`src/rtl/fetch_queue.sv`:
```
// fetch_queue: issues imem reads for the sequential PC stream and queues in-order {pc, instr} pairs for decode.
// Latency: a response in cycle N is visible on dec_* in cycle N+1; flush drops in-flight responses via a drop counter.
// Backpressure: pc_ready_o low once DEPTH entries are allocated; FETCH_QUEUE_PERF_EN adds stall/drop counters.
module fetch_queue #(
  parameter  int DEPTH = 4,
  localparam int PTR_W = $clog2(DEPTH)
) (
  input  logic             clk_i,
  input  logic             rst_ni,
  input  logic [31:0]      pc_i,
  input  logic             pc_valid_i,
  output logic             pc_ready_o,
  output logic             imem_req_o,
  output logic [31:0]      imem_addr_o,
  input  logic             imem_gnt_i,
  input  logic             imem_rvalid_i,
  input  logic [31:0]      imem_rdata_i,
  output logic             dec_valid_o,
  output logic [31:0]      dec_pc_o,
  output logic [31:0]      dec_instr_o,
  input  logic             dec_ready_i,
  input  logic             flush_i,
  output logic [PTR_W:0]   count_o
`ifdef FETCH_QUEUE_PERF_EN
  ,
  output logic [31:0]      stall_cnt_o,
  output logic [15:0]      drop_cnt_o
`endif
);

  localparam logic [PTR_W:0]   FULL_CNT = (PTR_W+1)'(DEPTH);
  localparam logic [PTR_W-1:0] PTR_ONE  = 1;

  logic [PTR_W-1:0] wr_ptr_q, wr_ptr_d;
  logic [PTR_W-1:0] fill_ptr_q, fill_ptr_d;
  logic [PTR_W-1:0] rd_ptr_q, rd_ptr_d;
  logic [PTR_W:0]   count_q, count_d;
  logic [PTR_W:0]   out_q, out_d;
  logic [PTR_W+1:0] drop_q, drop_d;
  logic [DEPTH-1:0] filled_q, filled_d;
  logic [31:0]      pc_q [DEPTH];
  logic [31:0]      pc_d [DEPTH];
  logic [31:0]      instr_q [DEPTH];
  logic [31:0]      instr_d [DEPTH];

  logic alloc, pop, fill, drop_rsp, rsp_known;

  // Requests are gated by reset so nothing leaks upstream while rst_ni is low.
  assign imem_req_o  = rst_ni && pc_valid_i && (count_q < FULL_CNT) && !flush_i;
  assign imem_addr_o = {pc_i[31:2], 2'b00};
  assign pc_ready_o  = imem_req_o && imem_gnt_i;
  assign dec_valid_o = filled_q[rd_ptr_q];
  assign dec_pc_o    = pc_q[rd_ptr_q];
  assign dec_instr_o = instr_q[rd_ptr_q];
  assign count_o     = count_q;

  assign alloc     = pc_ready_o;
  assign pop       = dec_valid_o && dec_ready_i;
  assign rsp_known = imem_rvalid_i && ((drop_q != '0) || (out_q != '0));
  assign fill      = imem_rvalid_i && (drop_q == '0) && (out_q != '0);
  assign drop_rsp  = imem_rvalid_i && (drop_q != '0);

  always_comb begin
    wr_ptr_d   = wr_ptr_q;
    fill_ptr_d = fill_ptr_q;
    rd_ptr_d   = rd_ptr_q;
    count_d    = count_q;
    out_d      = out_q;
    drop_d     = drop_q;
    filled_d   = filled_q;
    pc_d       = pc_q;
    instr_d    = instr_q;
    if (flush_i) begin
      // Everything still unfilled becomes a response to discard; a coincident response is one of them.
      wr_ptr_d   = '0;
      fill_ptr_d = '0;
      rd_ptr_d   = '0;
      count_d    = '0;
      out_d      = '0;
      filled_d   = '0;
      drop_d     = drop_q + {1'b0, out_q} - {{(PTR_W+1){1'b0}}, rsp_known};
    end else begin
      if (alloc) begin
        pc_d[wr_ptr_q]     = pc_i;
        filled_d[wr_ptr_q] = 1'b0;
        wr_ptr_d           = wr_ptr_q + PTR_ONE;
      end
      if (fill) begin
        instr_d[fill_ptr_q]  = imem_rdata_i;
        filled_d[fill_ptr_q] = 1'b1;
        fill_ptr_d           = fill_ptr_q + PTR_ONE;
      end
      if (drop_rsp) begin
        drop_d = drop_q - {{(PTR_W+1){1'b0}}, 1'b1};
      end
      if (pop) begin
        filled_d[rd_ptr_q] = 1'b0;
        rd_ptr_d           = rd_ptr_q + PTR_ONE;
      end
      count_d = count_q + {{PTR_W{1'b0}}, alloc} - {{PTR_W{1'b0}}, pop};
      out_d   = out_q + {{PTR_W{1'b0}}, alloc} - {{PTR_W{1'b0}}, fill};
    end
  end

  always_ff @(posedge clk_i or negedge rst_ni) begin
    if (!rst_ni) begin
      wr_ptr_q   <= '0;
      fill_ptr_q <= '0;
      rd_ptr_q   <= '0;
      count_q    <= '0;
      out_q      <= '0;
      drop_q     <= '0;
      filled_q   <= '0;
    end else begin
      wr_ptr_q   <= wr_ptr_d;
      fill_ptr_q <= fill_ptr_d;
      rd_ptr_q   <= rd_ptr_d;
      count_q    <= count_d;
      out_q      <= out_d;
      drop_q     <= drop_d;
      filled_q   <= filled_d;
    end
  end

  // Payload is qualified by filled_q, so it needs no reset.
  always_ff @(posedge clk_i) begin
    pc_q    <= pc_d;
    instr_q <= instr_d;
  end

`ifdef FETCH_QUEUE_PERF_EN
  logic [31:0] stall_cnt_q, stall_cnt_d;
  logic [15:0] drop_cnt_q, drop_cnt_d;
  logic        discard;

  assign discard = flush_i ? rsp_known : drop_rsp;

  always_comb begin
    stall_cnt_d = stall_cnt_q + 32'(dec_ready_i && !dec_valid_o);
    drop_cnt_d  = drop_cnt_q;
    if (discard && (drop_cnt_q != 16'hFFFF)) begin
      drop_cnt_d = drop_cnt_q + 16'd1;
    end
  end

  always_ff @(posedge clk_i or negedge rst_ni) begin
    if (!rst_ni) begin
      stall_cnt_q <= '0;
      drop_cnt_q  <= '0;
    end else begin
      stall_cnt_q <= stall_cnt_d;
      drop_cnt_q  <= drop_cnt_d;
    end
  end

  assign stall_cnt_o = stall_cnt_q;
  assign drop_cnt_o  = drop_cnt_q;
`endif

endmodule

```
`config.mk`:
```
export PLATFORM = sky130hd
export DESIGN_NAME = fetch_queue
export DESIGN_NICKNAME = d
export VERILOG_FILES = /design/src/rtl/fetch_queue.sv
export SDC_FILE = /design/constraint.sdc
export NUM_CORES = 1
export LEC_CHECK = 0
export CORE_UTILIZATION = 54
export DETAILED_ROUTE_END_ITERATION = 12
export GPL_TIMING_DRIVEN = 1
export PLACE_DENSITY_LB_ADDON = 0.15
export SLEW_MARGIN = 40
export SYNTH_ARGS = -nofsm -noshare
export SYNTH_HDL_FRONTEND = slang
export SYNTH_SLANG_ARGS = --single-unit
export TNS_END_PERCENT = 5
```
`constraint.sdc`:
```
create_clock -name clk_i -period 4.6 [get_ports clk_i]
set_input_delay 1.38 -clock clk_i [delete_from_list [all_inputs] [get_ports clk_i]]
set_output_delay 1.38 -clock clk_i [all_outputs]
set_load 0.1 [all_outputs]
```
==> impl_metrics.ini <==
[route]
vias_per_cell = 5.46
first_pass_iters = 4
drt_iter0_drc = 338
vias = 5423
routed_wl_um = 20000
drc = 0
antenna_left = 0
drt-wirelength-per-cell_um = 20.2

[cells_and_area]
num_antenna_cells = 0
drive_gt1_share_pct = 32.6
final_cell_area_um2 = 13700
fin_nets = 798
synthToLayoutAreaGrowth_pct = 22.8

[worst_setup_path]
critPathKind = in -> out
timing.rr.start = drop_q[0]$_DFFE_PN0P_
cpPeakStageDelay_ps = 520
crit_fanout = 5
critPathCaptureType = output pin
critPathLaunchType = input pin
path_cells = clkdlybuf4s50_1 > nand4bb_1 > inv_1 > and2_1 > buf_12
rr_endpoint = out_q[2]$_DFF_PN0_
arrival_ps = 2790
path_buf_inv = 3
required_ps = 3220
reg2regPathDepth = 12
crit_slowest_cell = clkdlybuf4s50_1
cp-startpoint = rst_ni
r2r_setup_slack_ps = 1880
critical-path-top-delay-family = buffers and inverters

[min_path]
hold_end = filled_q[1]$_DFF_PN0_
hold_start = filled_q[1]$_DFF_PN0_
hold_path_class = reg -> reg
hold_depth = 2

[sta]
fin_skew_ps = 9.18
tns_ps = 0
hold_viol = 0
rsz0062_at_grt = no
worst_pin_slew_ps = 509
post-route-period-util_pct = 90.6
final-max-slew-violation-count = 0
relSlewSlack_pct = 66.1
setup_viol = 0
max_freq_mhz = 240
period_needed_ps = 4170

[cts]
cts_resized = 0
numClockSinks = 276
cts_hold_buf = 0
clkTransAtPathRegs_ps = 60
clk_path_buf_depth = 3
postCtsSetupRepairBufs = 0
htreeDepth = 1
clock_latency_ps = 510
clockRootBuffer = clkbuf_16
cts_tree = built
cts_buffers = 28

[power_and_ir_drop]
p_int_mw = 4.35
p_total_mw = 5.60
ir_drop_uv = 322
p_leak_nw = 4.66
p_sw_mw = 1.25
combPwrFrac_pct = 9.8
seqPwrFrac_pct = 50.1
sw_frac_of_total_pct = 22.3
clock_power_share_pct = 40.1
p_per_area_nw_per_um2 = 410

[floorplan]
num_io_pins = 173
start_util_pct = 54.9
coreArea_um2 = 20200
dieArea_um2 = 21200
row_count = 52
die_height_um = 145
dieWidth_um = 145

[synth]
synth_area_per_cell_um2 = 20.7
ys_seq_elements = 276
yosys.area.top_type = edfxtp_1
synthesis.area_um2 = 11100
synth_top_area_share_pct = 69.2
async_reset_ff_share_pct = 7.25
ys_seq_area_share_pct = 73.7
synth_area_leaders = edfxtp_1 (69%), mux4_2 (13%), dfrtp_1 (4.5%)
yosysWarnings = 0
synth_ff_type = edfxtp_1
synth_edf_count = 256
yosysUniqueCellTypes = 47
synthCells = 537

[grt]
grtUsageTotal_pct = 19.4
grt_pass1_wl_um = 31600
grt_pass1_vias = 5779
grt_start_max_net_pins = 43
overflow = 0
grt_antenna_before_repair = 0

[placement]
routabilityCongestion = 0.777
placed_area_um2 = 12700
dpl.hpwl_um = 12600
io_buffers = 170

[status]
status = complete, no violations

[flow_run]
maxCapViolations = 0
==> routing by layer <==
layer	up-vias	GRT usage (%)	part of all wire, %
met5	-	0	0
met4	0	4.95	1.7
met3	27	3.54	5.6
met2	169	32.6	50
met1	2786	26.6	43
li1	2441	-	-
==> cell families after synthesis <==
family          count (synthesis)  synth area share, %
flops                         276                 73.7
buf+inv                        77                 4.63
mux                            70                 13.7
simple gates                   56                 2.66
fa+ha+maj                      26                 3.13
compound gates                 26                 1.82
xor+xnor                        5                0.394
other cells                     1               0.0337
==> cell usage in the layout, fill, tap and decap left out, types with 7 or more instances in the layout <==
| cell | Yosys | routed |
|---|---|---|
| edfxtp_1 | 256 | 256 |
| buf_4 | 34 | 108 |
| clkdlybuf4s50_1 | 0 | 70 |
| mux4_2 | 63 | 63 |
| clkbuf_16 | 0 | 29 |
| inv_1 | 24 | 24 |
| ha_1 | 23 | 23 |
| dfrtp_1 | 20 | 18 |
| nand2_1 | 15 | 15 |
| nand3_1 | 9 | 9 |
| nor2_1 | 12 | 8 |
| o21ai_0 | 7 | 7 |
| clkinv_1 | 0 | 7 |
| clkbuf_1 | 3 | 7 |
==> tightest hold or removal path, delay by kind of cell (launching register included) <==
kind	cells	cell delay, ps
compound gates	2	150
flops	1	390
==> final cells by class <==
cell class	count	area [µm²]
well taps	270	338
repair buffers	186	1630
flip-flops and latches	276	8200
multi-input cells	185	2470
clock buffers	40	807
clock inverters	12	129
fillers	1356	6580
inverters	24	90.1
==> per-stage QoR <==
| stage | setup WS [ps] | instances | hold slack (ps) | util (%) |
|---|---|---|---|---|
| after floorplan | -166 | 538 | 544 | - |
| after global placement | 482 | 940 | 561 | 62.8 |
| after detailed placement | 420 | 941 | 571 | 62.8 |
| after CTS | 409 | 993 | 582 | 67.5 |
| after global routing | 320 | 993 | 623 | 67.5 |
| final | 434 | 993 | 578 | 67.5 |
==> power by group through the flow <==
stage | Clock, mW | Combinational, mW | Sequential, mW
floorplan | 0 | 0.389 | 2.85
finish | 2.24 | 0.551 | 2.80
global placement | 0 | 0.528 | 2.85
CTS | 2.29 | 0.550 | 2.80
detailed placement | 0 | 0.548 | 2.85
global route | 2.38 | 0.600 | 2.80
==> state kept, by name, summed over array words and instances (netlist names) <==
signal,count
filled_q,4
rd_ptr_q,2
wr_ptr_q,2
fill_ptr_q,2
drop_q,4
out_q,3
count_o,3
pc_q,128
instr_q,128
==> Yosys cell counts, types with 3 or more instances <==
master and number:
inv_1 24, buf_1 3, nand2_1 15, mux4_2 63, nor2_1 12, nor3b_1 4, fa_1 3, nand3_1 9
clkbuf_1 3, buf_4 34, edfxtp_1 256, ha_1 23, buf_12 5, o21ai_0 7, buf_2 7, xor2_1 3
a21oi_1 5, dfrtp_1 20, nor3_1 4
==> how the worst max path moves through the flow <==
stage / end / slack [ps] / cells past startpoint
after floorplan: instr_q[0]$_DFFE_PP_ / -170 / 4
after global placement: pc_ready_o / 480 / 5
after detailed placement: pc_ready_o / 420 / 5
after CTS: pc_ready_o / 410 / 5
after global routing: pc_ready_o / 320 / 5
final: pc_ready_o / 430 / 5
Note: power is estimated with default switching activity, not from simulation.
